## config.mk

```make
export PLATFORM = sky130hd
export DESIGN_NAME = hazard_scoreboard_flat
export DESIGN_NICKNAME = d
export VERILOG_FILES = /design/src/rtl/hazard_pkg.sv /design/src/rtl/hazard_scoreboard_if.sv /design/src/rtl/hz_flush_seq.sv /design/src/rtl/hazard_scoreboard.sv /design/src/flat_wrapper.sv
export SDC_FILE = /design/constraint.sdc
export NUM_CORES = 1
export LEC_CHECK = 0
export CORE_MARGIN = 5
export CORE_UTILIZATION = 35
export CTS_CLUSTER_SIZE = 10
export DETAILED_ROUTE_END_ITERATION = 10
export PLACE_DENSITY = 0.51
export SETUP_SLACK_MARGIN = 0.05
export SYNTH_ARGS = -nofsm -noshare
export SYNTH_HDL_FRONTEND = slang
export SYNTH_SLANG_ARGS = --single-unit
```

## constraint.sdc

```tcl
create_clock -name clk -period 3.65 [get_ports clk]
set_clock_uncertainty 0.05 [all_clocks]
set_input_delay 0.365 -clock clk [delete_from_list [all_inputs] [get_ports clk]]
set_output_delay 0.365 -clock clk [all_outputs]
set_load 0.01 [all_outputs]
```

## src/rtl/hazard_pkg.sv

```systemverilog
// Shared constants and types for the pipeline interlock unit:
// default widths, stall-vector bit positions and the usual result latencies.
package hazard_pkg;

  localparam int DEF_REG_AW = 5;
  localparam int DEF_LAT_W  = 3;

  localparam int STL_PC    = 0;
  localparam int STL_IFID  = 1;
  localparam int STL_IDEX  = 2;
  localparam int STL_EXMEM = 3;
  localparam int STL_MEMWB = 4;

  localparam int LAT_ALU  = 1;
  localparam int LAT_LOAD = 2;

  // What the front end is told to do this cycle; flush outranks interlock.
  typedef enum logic [1:0] {
    MODE_RUN,
    MODE_INTERLOCK,
    MODE_FLUSH
  } hz_mode_e;

endpackage

```

## src/rtl/hazard_scoreboard_if.sv

```systemverilog
// Decode-stage view of the interlock unit: operand/destination info in,
// per-stage hold, bubble, flush and debug status out.
interface hazard_scoreboard_if #(
  parameter int REG_AW     = 5,
  parameter int NUM_SRC    = 2,
  parameter int LAT_W      = 3,
  parameter int NUM_STAGES = 5,
  parameter int CNT_W      = 16
);
  logic                      id_valid;
  logic [NUM_SRC*REG_AW-1:0] id_src;
  logic [NUM_SRC-1:0]        id_src_en;
  logic [REG_AW-1:0]         id_dst;
  logic                      id_wen;
  logic [LAT_W-1:0]          id_lat;
  logic                      br_taken;
  logic [NUM_STAGES-1:0]     stall;
  logic                      nop;
  logic                      flushIF;
  logic                      issue;
  logic                      hz_flag;
  logic [CNT_W-1:0]          stall_cnt;

  modport master (
    output id_valid, id_src, id_src_en, id_dst, id_wen, id_lat, br_taken,
    input  stall, nop, flushIF, issue, hz_flag, stall_cnt
  );

  modport slave (
    input  id_valid, id_src, id_src_en, id_dst, id_wen, id_lat, br_taken,
    output stall, nop, flushIF, issue, hz_flag, stall_cnt
  );
endinterface

```

## src/rtl/hz_flush_seq.sv

```systemverilog
// Holds the IF flush for FLUSH_CYC cycles after the most recent taken branch;
// a new branch mid-flush restarts the window.
module hz_flush_seq #(
  parameter int FLUSH_CYC = 1
) (
  input  logic clk,
  input  logic Rst,
  input  logic br_taken,
  output logic flushIF
);

  logic [1:0] flush_ctr;

  always_ff @(posedge clk or posedge Rst) begin
    if (Rst)
      flush_ctr <= '0;
    else if (br_taken)
      flush_ctr <= 2'(FLUSH_CYC - 1);
    else if (flush_ctr != '0)
      flush_ctr <= flush_ctr - 2'd1;
  end

  assign flushIF = br_taken | (flush_ctr != '0);

endmodule

```

## src/rtl/hazard_scoreboard.sv

```systemverilog
// Register-result interlock for the in-order five-stage pipeline: a countdown
// per architectural register, front-end stall/bubble, branch flush and a debug stall count.
module hazard_scoreboard
  import hazard_pkg::*;
#(
  parameter int REG_AW     = DEF_REG_AW,
  parameter int NUM_SRC    = 2,
  parameter int LAT_W      = DEF_LAT_W,
  parameter int FWD_EN     = 1,
  parameter int WB_LAT     = 3,
  parameter int NUM_STAGES = 5,
  parameter logic [NUM_STAGES-1:0] STALL_MASK =
    NUM_STAGES'((1 << STL_PC) | (1 << STL_IFID) | (1 << STL_IDEX)),
  parameter int FLUSH_CYC  = 1,
  parameter int CNT_W      = 16
) (
  input logic                clk,
  input logic                Rst,
  hazard_scoreboard_if.slave bus
);

  localparam int NUM_REGS = 2 ** REG_AW;

  logic [NUM_REGS-1:0][LAT_W-1:0] cnt;
  logic [LAT_W-1:0]               load_val;
  logic                           haz;
  logic                           flushing;
  logic                           hz_next;
  logic                           issue;
  hz_mode_e                       mode;

  assign load_val = (FWD_EN != 0) ? bus.id_lat : LAT_W'(WB_LAT);
  assign cnt[0]   = '0;

  // One countdown per register; a fresh issue to the same register wins over the decrement.
  generate
    for (genvar r = 1; r < NUM_REGS; r++) begin : g_sb
      logic [LAT_W-1:0] cnt_q;

      always_ff @(posedge clk or posedge Rst) begin
        if (Rst)
          cnt_q <= '0;
        else if (issue && bus.id_wen && (bus.id_dst == REG_AW'(r)))
          cnt_q <= load_val;
        else if (cnt_q != '0)
          cnt_q <= cnt_q - 1'b1;
      end

      assign cnt[r] = cnt_q;
    end
  endgenerate

  // With one cycle left the reader in ID can take the forwarded value as it enters EX.
  always_comb begin
    logic [REG_AW-1:0] src;
    src = '0;
    haz = 1'b0;
    for (int k = 0; k < NUM_SRC; k++) begin
      src = bus.id_src[k*REG_AW +: REG_AW];
      if (bus.id_src_en[k] && (src != '0) && (cnt[src] > LAT_W'(1)))
        haz = 1'b1;
    end
    haz = haz & bus.id_valid;
  end

  hz_flush_seq #(
    .FLUSH_CYC (FLUSH_CYC)
  ) u_flush (
    .clk      (clk),
    .Rst      (Rst),
    .br_taken (bus.br_taken),
    .flushIF  (flushing)
  );

  always_comb begin
    mode = MODE_RUN;
    if (flushing)
      mode = MODE_FLUSH;
    else if (haz)
      mode = MODE_INTERLOCK;
  end

  always_comb begin
    bus.stall   = '0;
    bus.nop     = 1'b0;
    bus.flushIF = 1'b0;
    issue       = 1'b0;
    case (mode)
      MODE_FLUSH: begin
        bus.nop     = 1'b1;
        bus.flushIF = 1'b1;
      end
      MODE_INTERLOCK: begin
        bus.stall = STALL_MASK;
        bus.nop   = 1'b1;
      end
      default: issue = bus.id_valid;
    endcase
  end

  assign bus.issue = issue;
  assign hz_next   = haz & ~flushing;

  // Debug status: last-cycle interlock flag and a stall counter that pins at all-ones.
  always_ff @(posedge clk or posedge Rst) begin
    if (Rst) begin
      bus.hz_flag   <= 1'b0;
      bus.stall_cnt <= '0;
    end else begin
      bus.hz_flag <= hz_next;
      if (hz_next && (bus.stall_cnt != '1))
        bus.stall_cnt <= bus.stall_cnt + 1'b1;
    end
  end

endmodule
```

## src/flat_wrapper.sv

```systemverilog
// flat-port wrapper written by rule: the top's interface ports become plain ports
module hazard_scoreboard_flat import hazard_pkg::*;
#(
  parameter int REG_AW     = DEF_REG_AW,
  parameter int NUM_SRC    = 2,
  parameter int LAT_W      = DEF_LAT_W,
  parameter int FWD_EN     = 1,
  parameter int WB_LAT     = 3,
  parameter int NUM_STAGES = 5,
  parameter logic [NUM_STAGES-1:0] STALL_MASK =
    NUM_STAGES'((1 << STL_PC) | (1 << STL_IFID) | (1 << STL_IDEX)),
  parameter int FLUSH_CYC  = 1,
  parameter int CNT_W      = 16
)
  (clk, Rst, bus_id_valid, bus_id_src, bus_id_src_en, bus_id_dst, bus_id_wen, bus_id_lat, bus_br_taken, bus_stall, bus_nop, bus_flushIF, bus_issue, bus_hz_flag, bus_stall_cnt);
  hazard_scoreboard_if #(.REG_AW(REG_AW), .NUM_SRC(NUM_SRC), .LAT_W(LAT_W), .NUM_STAGES(NUM_STAGES), .CNT_W(CNT_W)) bus_i ();
  input logic clk;
  input logic Rst;
  input wire logic [$bits(bus_i.id_valid)-1:0] bus_id_valid;
  input wire logic [$bits(bus_i.id_src)-1:0] bus_id_src;
  input wire logic [$bits(bus_i.id_src_en)-1:0] bus_id_src_en;
  input wire logic [$bits(bus_i.id_dst)-1:0] bus_id_dst;
  input wire logic [$bits(bus_i.id_wen)-1:0] bus_id_wen;
  input wire logic [$bits(bus_i.id_lat)-1:0] bus_id_lat;
  input wire logic [$bits(bus_i.br_taken)-1:0] bus_br_taken;
  output wire logic [$bits(bus_i.stall)-1:0] bus_stall;
  output wire logic [$bits(bus_i.nop)-1:0] bus_nop;
  output wire logic [$bits(bus_i.flushIF)-1:0] bus_flushIF;
  output wire logic [$bits(bus_i.issue)-1:0] bus_issue;
  output wire logic [$bits(bus_i.hz_flag)-1:0] bus_hz_flag;
  output wire logic [$bits(bus_i.stall_cnt)-1:0] bus_stall_cnt;
  assign bus_i.id_valid = bus_id_valid;
  assign bus_i.id_src = bus_id_src;
  assign bus_i.id_src_en = bus_id_src_en;
  assign bus_i.id_dst = bus_id_dst;
  assign bus_i.id_wen = bus_id_wen;
  assign bus_i.id_lat = bus_id_lat;
  assign bus_i.br_taken = bus_br_taken;
  assign bus_stall = bus_i.stall;
  assign bus_nop = bus_i.nop;
  assign bus_flushIF = bus_i.flushIF;
  assign bus_issue = bus_i.issue;
  assign bus_hz_flag = bus_i.hz_flag;
  assign bus_stall_cnt = bus_i.stall_cnt;
  hazard_scoreboard #(.REG_AW(REG_AW), .NUM_SRC(NUM_SRC), .LAT_W(LAT_W), .FWD_EN(FWD_EN), .WB_LAT(WB_LAT), .NUM_STAGES(NUM_STAGES), .STALL_MASK(STALL_MASK), .FLUSH_CYC(FLUSH_CYC), .CNT_W(CNT_W)) u_core (.clk(clk), .Rst(Rst), .bus(bus_i));
endmodule
```

[After elaboration in Yosys (flattened, before gate mapping)]
Index checks and enable logic that the tools add are counted.
Storage, ports and cells
  register bits: 112
  latch bits: 0
  memory bits (writable): 0
  ROM bits: 0
  bits of input ports: 25
  output and inout port bits: 25
  word-level logic and storage cells: 289
  memories: 0
Cells by class
  $add $sub $neg: 33
  multiply operators: 0
  divide/modulo/power cells: 0
  order comparisons: 4
  equality and inequality tests: 34
  shifts and indexed selects: 0
  multiplexer cells: 76
  bitwise logic cells: 4
  reduce and logical (&&, ||, !) cells: 104
Operator list (count)
  $mux 3: 65
  $reduce_bool 3->1: 31
  $sub 3x1->3 const B: 31
  $eq 5x5->1 const B: 16
  $reduce_bool 2->1: 33
  $eq 5x4->1 const B: 8
  $logic_and 1x1->1: 37
  $bmux 3 s5: 2
  $eq 5x3->1 const B: 4
  $add 16x1->16 const B: 1
  $ne 16x16->1 const B: 1
  $lt 5x6->1 const B: 2
  $eq 5x2->1 const B: 2
  $reduce_bool 5->1: 2
  $gt 3x1->1 const B: 2
  $mux 1: 6
  $mux 2: 3
  $eq 5x1->1 const B: 1
  $and 1x1->1: 2
  $eq 2x1->1 const B: 1
  $eq 2x2->1 const B: 1
  $reduce_or 2->1: 1
  $sub 2x1->2 const B: 1
  $not 1->1: 1
  $or 1x1->1: 1

[Logic depth before layout (Yosys ltp)]
Gate-level depths: netlist of run 1.
  depth in word-level cells: 15
  gate-level depth with buffers: 12

[By module]
Synthesis of run 1 repeated with hierarchy kept, for this count alone.
Unflattened totals
  cells, all modules: 777
  area, all modules: 7850.0 sq um
Modules (own cells, without submodules)
  hazard_scoreboard: instances 1, cells each 766, area an instance 7743.7 sq um
  hz_flush_seq: instances 1, cells each 11, area an instance 106.4 sq um

[Least setup slack after synthesis of run 1]
No wires, ideal clock.
  kind: input to output
  from: in bus_id_src[2]
  to: out bus_stall[0]
  arrival time: 2331 ps
  required time: 3235 ps
  path slack: 904 ps
  stages: 10
  buffers on the path: 4
  path through: clkbuf_1 > mux4_2 > nand3_1 > o21ai_0 > a211o_1 > and3_4 > buf_6 > buf_6 > nor2_1 > buf_4
On the way
  longest elaborated chain between the ends: 11
Ends and longest elaborated chain
  from (decl): line flat_wrapper.sv:20  | input wire logic [$bits(bus_i.id_src)-1:0] bus_id_src;
  $bmux 3 s5: line hazard_scoreboard.sv:60  | if (bus.id_src_en[k] && (src != '0) && (cnt[src] > LAT_W'(1)))
  $mux 3 (not written as such): line hazard_scoreboard.sv:60
  $gt 3x1->1: line hazard_scoreboard.sv:60
  $logic_and 1x1->1 *: line hazard_scoreboard.sv:60
  $mux 1 * (2 in series): line hazard_scoreboard.sv:60
  $and 1x1->1 *: line hazard_scoreboard.sv:63  | haz = haz & bus.id_valid;
  $mux 1 *: line hazard_scoreboard.sv:79  | else if (haz)
  $mux 2 *: line hazard_scoreboard.sv:77  | if (flushing)
  $eq 2x1->1 *: line hazard_scoreboard.sv:88  | case (mode)
  $mux 3 *: line hazard_scoreboard.sv:88
  to (decl): line flat_wrapper.sv:26  | output wire logic [$bits(bus_i.stall)-1:0] bus_stall;
Every way passes the cells marked *; elsewhere a longest branch is shown, timed or not. The select of a mux whose other input is x is not followed.

[Worst setup path in the final report of run 1]
  from: in bus_id_src[5]
  to: out bus_stall[2]
On the way
  longest elaborated chain between the ends: 10
Ends and longest elaborated chain (line)
  $bmux 3 s5: hazard_scoreboard.sv:60
  $mux 3 (not written as such): hazard_scoreboard.sv:60
  $gt 3x1->1: hazard_scoreboard.sv:60
  $logic_and 1x1->1 *: hazard_scoreboard.sv:60
  $mux 1 *: hazard_scoreboard.sv:60
  $and 1x1->1 *: hazard_scoreboard.sv:63
  $mux 1 *: hazard_scoreboard.sv:79
  $mux 2 *: hazard_scoreboard.sv:77
  $eq 2x1->1 *: hazard_scoreboard.sv:88
  $mux 3 *: hazard_scoreboard.sv:88
Marked as above.

==> results of run 1 <==
metal layers:
layer	vias up	track usage (%)	part of all wire, %
met5	-	0	0
met4	0	3.30	1.5
met3	17	2.31	3.3
met2	58	23.4	49
met1	2605	19.0	46
li1	2744	-	-
kinds of logic (layout without fill, tap and decap cells):
kind of cell | Yosys count | in the layout | synth area share [%]
mux | 131 | 131 | 19.8
fa+ha+maj | 64 | 64 | 10.3
simple gates | 246 | 246 | 16.8
buf+inv | 104 | 156 | 5.89
other cells | 1 | 2 | 0.0483
compound gates | 70 | 70 | 5.66
flops | 112 | 112 | 36.1
xor+xnor | 47 | 47 | 5.31
cell usage after synthesis (3+ instances only):
library cell and n:
nand3_1 21, mux4_2 6, o21ai_0 6, xnor2_1 32
xor2_1 15, nor2b_1 6, nor4_2 6, mux2_1 4
a211oi_1 6, nand4_1 10, ha_1 64, nor3_2 7
clkbuf_1 12, nor2_1 96, dfrtp_1 112, buf_6 4
inv_1 71, nor4_1 4, a2111oi_0 3, nand2_1 15
buf_1 3, mux2_2 118, nand2b_1 36, nor3_1 26
buf_4 7, and3_1 3, buf_2 6, mux2i_1 3
a21oi_1 40
power by group through the flow:
stage	Combinational (mW)	Clock (mW)	Sequential, mW
floorplan	2.88	0	2.18
global placement	3.42	0	2.28
detailed placement	3.48	0	2.28
CTS	3.50	1.02	2.26
global route	3.96	1.07	2.34
finish	3.46	0.981	2.25
critical path, delay by kind of cell:
family                 cells  cell delay [ns]
multiplexers               1             0.50
AND/OR/NAND/NOR            4             0.78
AO/OA/AOI/OAI              1             0.19
buffers and inverters      3             1.18
flip-flops by register name, indices dropped and copies added (netlist names):
name and count:
u_core.g_sb.cnt_q 93, u_core.bus.hz_flag 1, u_core.u_flush.flush_ctr 2, u_core.bus.stall_cnt 16
through the flow:
stage	hold WS (ns)	cell area [sq um]	utilization (%)	power, mW
after global routing	0.424	8880	40.7	7.37
after floorplan	0.381	7760	-	5.06
final	0.371	8880	40.7	6.69
after global placement	0.438	8580	39.3	5.70
after CTS	0.397	8870	40.6	6.77
after detailed placement	0.438	8580	39.3	5.76
worst max path at each step:
stage / endpoint / slack, ns / cells after the start
after floorplan: u_core.bus.hz_flag$_DFF_PP0_ / 0.28 / 1
after global placement: bus_stall[2] / 0.15 / 10
after detailed placement: bus_stall[2] / 0.12 / 10
after CTS: bus_stall[2] / 0.10 / 10
after global routing: bus_stall[1] / 0.06 / 10
final: bus_stall[2] / 0.23 / 9
layout make-up:
cell class	count	area [sq um]
clock inverters	3	25.0
repair buffers	69	659
inverters	72	275
clock buffers	12	256
fillers	2146	12900
flip-flops and latches	112	2800
multi-input cells	560	4510
well taps	280	350
repair_timing:
| item | 4_1_cts | 5_1_grt |
|---|---|---|
| gates resized for setup | 0 | 5 |
| setup buffers | 0 | 0 |
| endpoints found under the setup margin | 0 | 4 |
==> impl_metrics.py, run 1 <==
metrics = {
    "sta": {
        "fin_ws_ns": 0.227,
        "rsz0062_at_grt": "false",
        "worst_slew_pin_slew_ns": 0.737,
        "tns_ns": 0,
        "slew_violations": 0,
        "finalCritPeriodShare_pct": 93.8,
        "timing.fmax_ghz": 0.292,
        "final.min_clock_period_ns": 3.42,
        "hold_viol": 0,
        "slew_headroom_pct": 50.8,
        "finalSetupViolCount": 0,
    },
    "worst_setup_path": {
        "path_cells": "clkdlybuf4s50_1 -> inv_4 -> mux4_2 -> and3_1 -> a311oi_2 -> nand4_1 -> and3_4 -> nor2_2 -> clkdlybuf4s50_1",
        "cp_data_arrival_time_ns": 3.01,
        "rr_startpoint": "u_core.g_sb[8].cnt_q[2]$_DFFE_PP0P_",
        "reg2reg_slack_ns": 0.76,
        "worst-setup-path-type": "input port to output port",
        "worstSetupStartpoint": "bus_id_src[5]",
        "rr_endpoint": "u_core.bus.stall_cnt[1]$_DFFE_PP0P_",
        "slowest_delay_ns": 0.57,
        "path_max_fanout": 5,
        "cpMostUsedCell": "clkdlybuf4s50_1",
        "cp_slowest_cell": "clkdlybuf4s50_1",
        "r2r_cells": 9,
        "startpoint_type": "input port",
        "crit_required_ns": 3.23,
        "end_kind": "output port",
    },
    "power_and_ir_drop": {
        "p_int_mw": 4.27,
        "leakagePower_nw": 3.90,
        "power_density_mw_per_mm2": 753,
        "p_switching_mw": 2.43,
        "swShare_pct": 36.3,
        "pwr-share-comb_pct": 51.7,
        "ir_worst_vdd_mv": 0.403,
        "p_clk_share_pct": 14.7,
        "p_seq_share_pct": 33.7,
    },
    "placed_design": {
        "dp_slack_ns": 0.115,
        "io_buffers": 47,
        "gp_congestion": 0.759,
        "dp_hpwl_mm": 12.7,
        "dp_cells": 1093,
    },
    "route": {
        "dr.pass1.iters": 4,
        "drtAntennaViolNets": 0,
        "wire_per_inst_um": 15.6,
        "drc": 0,
        "drt-total-wl_mm": 17.3,
        "vias": 5424,
        "via_per_inst": 4.90,
        "dr.first_iter.drc_count": 262,
    },
    "logic_synthesis": {
        "synth-seq-cells": 112,
        "synth_top_area_share_pct": 36.1,
        "synth.distinct_cells": 53,
        "yosysWarnings": 0,
        "synth_area_per_cell_sq_um": 10.0,
        "yosys-top-cells-area": "dfrtp_1 36%, mux2_2 17%, ha_1 10%, nor2_1 4.6%, xnor2_1 3.6%",
        "ys_async_sr_fraction_pct": 100,
        "seq_area_frac_synth_pct": 36.1,
        "synth-edff-count": 0,
        "ys.flop_type": "dfrtp_1",
        "yosysTopAreaCell": "dfrtp_1",
        "syn_inst": 775,
        "syn-cell-area_sq_mm": 0.00776,
    },
    "floorplanning": {
        "rows": 54,
        "die_w_um": 159,
        "die_y_um": 159,
        "start_util_pct": 35.5,
        "dieArea_sq_mm": 0.0252,
        "coreArea_sq_mm": 0.0218,
        "ios": 50,
    },
    "clock_tree": {
        "cts-root-buf": "clkbuf_16",
        "cts_buffers": 9,
        "clock_latency_ns": 0.36,
        "cts_sinks": 112,
        "clockBufferDepth": 2,
        "clk_pin_slew_ns": 0.07,
        "tritoncts": "done",
        "cts_max_level": 3,
        "cts_hold_buf": 0,
    },
    "grt": {
        "grt_max_degree": 56,
        "grt_pass1_wl_mm": 28.9,
        "grt_usage_pct": 14.0,
        "gr-total-overflow": 0,
        "grt_pass1_vias": 5432,
        "antenna_found_initial": 0,
    },
    "final_layout": {
        "area_growth_pct": 14.5,
        "layout-drive-gt1-share_pct": 22.6,
        "finalNonFillerCells": 1108,
        "antenna_cells": 0,
        "layout.nets": 913,
        "final_common_cell": "mux2_2",
        "layout_common_cells": "118 x mux2_2, 112 x dfrtp_1, 95 x nor2_1",
    },
    "flow_run": {
        "cap_violations": 0,
    },
    "worst_hold_path": {
        "min_path_type": "input port to async pin",
    },
    "status": {
        "outcome": "completed",
    },
}
Note: power is estimated with default switching activity, not from simulation.
==> inputs of run 2 (changes only) <==
Settings changed: CORE_UTILIZATION 35 to 44, PLACE_DENSITY 0.51 to 0.61.
==> run 2 against run 1 <==
Clock power grew 4%; routed wire length grew 0.94%; maximum frequency shrank 0.80%; critical endpoint unchanged; largest power group unchanged; highest routed layer is now met5.
==> impl_metrics.py, run 2 (same netlist as run 1, synthesis figures left out) <==
metrics = {
    "sta": {
        "slew_violations": 0,
        "final.min_clock_period_ns": 3.45,
        "worst_slew_pin_slew_ns": 0.712,
        "timing.fmax_ghz": 0.290,
        "finalSetupViolCount": 0,
        "whs_ns": 0.419,
        "hold_viol": 0,
        "tns_ns": 0,
        "finalCritPeriodShare_pct": 94.5,
        "rsz0062_at_grt": "false",
        "slew_headroom_pct": 52.5,
    },
    "flow_run": {
        "cap_violations": 0,
    },
    "floorplanning": {
        "rows": 48,
        "ios": 50,
        "start_util_pct": 44.8,
        "die_w_um": 143,
        "die_y_um": 143,
        "coreArea_sq_mm": 0.0173,
        "dieArea_sq_mm": 0.0204,
    },
    "final_layout": {
        "area_growth_pct": 13.8,
        "final_common_cell": "mux2_2",
        "layout_common_cells": "118 x mux2_2, 112 x dfrtp_1, 95 x nor2_1",
        "regArea_sq_mm": 0.00280,
        "postLayoutCellArea_sq_mm": 0.00882,
        "fillers": 1577,
        "top_register": "u_core.g_sb.cnt_q",
        "multiInputGateArea_sq_mm": 0.00451,
        "layout.nets": 909,
        "finalNonFillerCells": 1049,
        "reg_top3": "u_core.g_sb.cnt_q: 93 flops, u_core.bus.stall_cnt: 16 flops, u_core.u_flush.flush_ctr: 2 flops",
        "layout-drive-gt1-share_pct": 22.1,
        "largest_reg_flops": 93,
        "antenna_cells": 0,
    },
    "route": {
        "dr.pass1.iters": 5,
        "vias": 5586,
        "drt-total-wl_mm": 17.5,
        "drc": 0,
        "wire_per_inst_um": 16.6,
        "via_per_inst": 5.33,
        "drtAntennaViolNets": 0,
        "dr.first_iter.drc_count": 225,
    },
    "worst_setup_path": {
        "worst-setup-path-type": "input port to output port",
        "startpoint_type": "input port",
        "cp_data_arrival_time_ns": 3.04,
        "crit_required_ns": 3.23,
        "path_max_fanout": 5,
        "end_kind": "output port",
    },
    "clock_tree": {
        "clock_latency_ns": 0.36,
        "tritoncts": "done",
        "cts_max_level": 3,
        "cts_hold_buf": 0,
        "clk_pin_slew_ns": 0.07,
        "clockBufferDepth": 2,
        "cts-root-buf": "clkbuf_16",
        "cts_setup_buffers": 0,
        "cts_buffers": 9,
        "cts_sinks": 112,
    },
    "power_and_ir_drop": {
        "swShare_pct": 36.0,
        "leakagePower_nw": 3.91,
        "totalPowerFinal_mw": 6.82,
        "p_clk_share_pct": 15.0,
        "ir_worst_vdd_mv": 0.343,
        "power_density_mw_per_mm2": 773,
        "p_seq_share_pct": 33.3,
        "p_int_mw": 4.36,
        "p_switching_mw": 2.46,
        "pwr-share-comb_pct": 51.7,
    },
    "grt": {
        "antenna_found_initial": 1,
        "grt_usage_pct": 18.1,
        "grt_max_degree": 60,
        "grt_pass1_vias": 5815,
        "grt_pass1_wl_mm": 29.4,
        "gr-total-overflow": 0,
    },
    "status": {
        "outcome": "completed",
    },
    "worst_hold_path": {
        "min_path_type": "input port to async pin",
    },
    "placed_design": {
        "io_buffers": 47,
        "gp_congestion": 0.862,
        "dp_cells": 1034,
        "dp_hpwl_mm": 13.0,
        "place_area_sq_mm": 0.00850,
    },
}
run 2: layout make-up:
class                      instances  share of cell area (%)
multi-input combinational        560                    51.1
sequential                       112                    31.8
timing repair buffer              65                    7.36
tap                              225                    3.19
inverter                          72                    3.12
clock buffer                      13                    3.06
clock inverter                     2                   0.425
run 2: path summary, 6_finish.rpt:
kind	startpoint	end	slack (ns)	cells after the start
worst max-delay path	bus_id_src[5]	bus_stall[2]	0.20	9
worst min-delay path	Rst	u_core.u_flush.flush_ctr[1]$_DFFE_PP0N_	0.42	2
worst max register to register	u_core.g_sb[9].cnt_q[2]$_DFFE_PP0P_	u_core.bus.stall_cnt[1]$_DFFE_PP0P_	0.66	9
worst min register to register	u_core.bus.stall_cnt[9]$_DFFE_PP0P_	u_core.bus.stall_cnt[9]$_DFFE_PP0P_	0.44	1
max in group asynchronous	Rst	u_core.g_sb[4].cnt_q[2]$_DFFE_PP0P_	2.36	3
min in group clk	u_core.bus.stall_cnt[9]$_DFFE_PP0P_	u_core.bus.stall_cnt[9]$_DFFE_PP0P_	0.44	1
run 2: power by group through the flow:
| stage | Clock (mW) | Combinational (mW) | Sequential, mW |
|---|---|---|---|
| 2_1_floorplan | 0 | 2.88 | 2.18 |
| 3_3_place_gp | 0 | 3.29 | 2.26 |
| 3_5_place_dp | 0 | 3.54 | 2.29 |
| 4_1_cts | 1.07 | 3.57 | 2.27 |
| 5_1_grt | 1.12 | 4.01 | 2.35 |
| 6_report | 1.02 | 3.52 | 2.27 |
run 2: routing by layer:
| layer | share of wire, % | vias to the layer above | GRT usage, % |
|---|---|---|---|
| met1 | 43 | 2753 | 22.3 |
| met3 | 2.8 | 22 | 3.15 |
| met2 | 52 | 69 | 32.7 |
| met4 | 1.8 | 2 | 4.95 |
| li1 | - | 2740 | - |
| met5 | 0.074 | - | 0 |
run 2: worst max-delay path, cell delays in order:
cell and delay, ns:
clkdlybuf4s50_1 0.47, inv_4 0.11, mux4_2 0.51, and3_1 0.19, a311oi_2 0.20, nand4_1 0.22
and3_4 0.24, nor2_2 0.16, clkdlybuf4s50_1 0.56
run 2: timing repair:
action / CTS / global route
gates resized for setup: 1 / 4
pin swaps: 0 / 1
endpoints found under the setup margin: 1 / 3
run 2: metrics by stage:
stage               worst slack (ns)  util (%)
finish                         0.199      51.0
detailed placement            0.0618      49.2
floorplan                      0.276         -
global placement               0.115      49.2
CTS                           0.0917      51.0
global route                  0.0543      51.0
==> inputs of run 3 (changes only) <==
Settings changed: CELL_PAD_IN_SITES_DETAIL_PLACEMENT set to 1, CELL_PAD_IN_SITES_GLOBAL_PLACEMENT set to 1, CORE_MARGIN 5 to 2, PLACE_DENSITY 0.61 to 0.75.
==> run 3 against run 2 <==
Clock-buffer cell count decreased by 3; via count rose by 3.5%; cell count decreased by 0.29%; first-iteration DRC count is 1.8% lower; maximum frequency fell by 2.8%; global-route usage up 5.0 points; combinational power rose by 5%; sequential cell count stayed put; routed wire length grew 15%; sequential share of layout area increased by 0.31 points; sequential power about the same; largest cell class unchanged.
==> impl_metrics.py, run 3 (same netlist as run 1, synthesis figures left out) <==
metrics = {
    "status": {
        "outcome": "completed",
    },
    "clock_tree": {
        "clk_pin_slew_ns": 0.08,
        "cts_sinks": 112,
        "cts-root-buf": "clkbuf_16",
        "cts_max_level": 3,
        "cts_hold_buf": 0,
        "clockBufferDepth": 2,
        "tritoncts": "done",
        "clock_latency_ns": 0.37,
        "cts_buffers": 9,
    },
    "final_layout": {
        "layout.nets": 905,
        "layout_common_cells": "118 x mux2_2, 112 x dfrtp_1, 95 x nor2_1",
        "area_growth_pct": 12.7,
        "reg_top3": "u_core.g_sb.cnt_q: 93 flops, u_core.bus.stall_cnt: 16 flops, u_core.u_flush.flush_ctr: 2 flops",
        "top_register": "u_core.g_sb.cnt_q",
        "finalNonFillerCells": 1046,
        "largest_reg_flops": 93,
        "final_common_cell": "mux2_2",
        "layout-drive-gt1-share_pct": 22.2,
        "postLayoutCellArea_sq_mm": 0.00874,
        "antenna_cells": 0,
        "utilization_pct": 50.7,
    },
    "route": {
        "drtAntennaViolNets": 0,
        "wire_per_inst_um": 19.2,
        "via_per_inst": 5.53,
        "dr.first_iter.drc_count": 221,
        "dr.pass1.iters": 4,
        "vias": 5781,
        "drt-total-wl_mm": 20.1,
        "drc": 0,
    },
    "placed_design": {
        "dp_slack_ns": 0.0424,
        "io_buffers": 47,
        "gp_congestion": 0.877,
        "dp_cells": 1029,
        "dp_hpwl_mm": 14.8,
        "place_area_sq_mm": 0.00843,
    },
    "sta": {
        "fin_ws_ns": 0.0997,
        "finalCritPeriodShare_pct": 97.3,
        "slew_headroom_pct": 50.2,
        "hold_viol": 0,
        "timing.fmax_ghz": 0.282,
        "finalSetupViolCount": 0,
        "tns_ns": 0,
        "worst_slew_pin_slew_ns": 0.747,
        "rsz0062_at_grt": "true",
        "final.min_clock_period_ns": 3.55,
        "slew_violations": 0,
        "whs_ns": 0.374,
    },
    "grt": {
        "grt_usage_pct": 23.1,
        "gr-total-overflow": 0,
        "grt_pass1_vias": 6361,
        "grt_max_degree": 71,
        "grt_pass1_wl_mm": 33.4,
        "antenna_found_initial": 0,
    },
    "power_and_ir_drop": {
        "p_int_mw": 4.26,
        "ir_worst_vdd_mv": 0.323,
        "p_switching_mw": 2.68,
        "swShare_pct": 38.6,
        "power_density_mw_per_mm2": 794,
        "p_seq_share_pct": 33.1,
        "totalPowerFinal_mw": 6.94,
        "p_clk_share_pct": 14.0,
        "pwr-share-comb_pct": 53.0,
        "leakagePower_nw": 3.86,
    },
    "worst_setup_path": {
        "r2r_cells": 8,
        "reg2reg_slack_ns": 0.65,
        "worst-setup-path-type": "input port to output port",
        "cp_data_arrival_time_ns": 3.14,
        "path_max_fanout": 8,
        "startpoint_type": "input port",
        "end_kind": "output port",
        "crit_required_ns": 3.23,
    },
    "floorplanning": {
        "die_w_um": 137,
        "die_y_um": 137,
        "start_util_pct": 45.0,
        "coreArea_sq_mm": 0.0172,
        "dieArea_sq_mm": 0.0187,
        "ios": 50,
        "rows": 48,
    },
    "flow_run": {
        "cap_violations": 0,
    },
    "worst_hold_path": {
        "min_path_type": "input port to async pin",
    },
}
## run 3: changes by cell type in the layout (fill, tap and decap cells not counted), sizes merged
cell           change
buf                -2
bufinv             -1
inv                +1
clkbuf             -3
clkdlybuf4s50      -2
clkinv             +4
## run 3: what timing repair did
item,in CTS,in global routing
setup endpoints to repair,3,5
gates resized for setup,1,8
cloned,0,0
hold endpoints to repair,0,0
pin swaps,0,2
buffers inserted,0,1
## run 3: final timing paths
check                                                        startpoint                                   end
worst max-delay path                                      bus_id_src[5]                               bus_nop
worst min-delay path                                                Rst   u_core.g_sb[2].cnt_q[0]$_DFFE_PP0P_
worst max register to register  u_core.u_flush.flush_ctr[0]$_DFFE_PP0N_  u_core.g_sb[11].cnt_q[2]$_DFFE_PP0P_
worst min register to register      u_core.bus.stall_cnt[9]$_DFFE_PP0P_   u_core.bus.stall_cnt[9]$_DFFE_PP0P_
max in group asynchronous                                           Rst  u_core.g_sb[14].cnt_q[0]$_DFFE_PP0P_
min in group clk                    u_core.bus.stall_cnt[9]$_DFFE_PP0P_   u_core.bus.stall_cnt[9]$_DFFE_PP0P_
## run 3: layout make-up
cell class	instances	area, sq um
fillers	1911	8500
multi-input cells	560	4520
flip-flops and latches	112	2800
repair buffers	61	584
well taps	225	282
inverters	72	275
clock buffers	10	229
clock inverters	6	43.8
## run 3: critical path, stage by stage
cell and delay [ns]:
clkdlybuf4s50_1 0.48, inv_4 0.12, mux4_2 0.49, and3_1 0.20, a311oi_2 0.24, nand4_1 0.20, buf_4 0.19, nand3_4 0.14
a21o_1 0.16, clkdlybuf4s50_1 0.53
## run 3: power by group through the flow
| stage | registers [mW] | logic, mW | clock network [mW] |
|---|---|---|---|
| after CTS | 2.29 | 3.71 | 0.993 |
| after detailed placement | 2.32 | 3.68 | 0 |
| after global placement | 2.26 | 3.31 | 0 |
| final | 2.30 | 3.68 | 0.969 |
| after floorplan | 2.18 | 2.88 | 0 |
| after global routing | 2.38 | 4.15 | 1.04 |
## run 3: layer usage
metal	part of all wire [%]	vias up	routed length [um]	GRT usage (%)
li1	-	2724	-	-
met1	42	2964	8480	28.5
met2	53	72	10700	41.8
met3	2.9	21	579	3.22
met4	1.6	0	318	7.04
met5	0	-	0	0
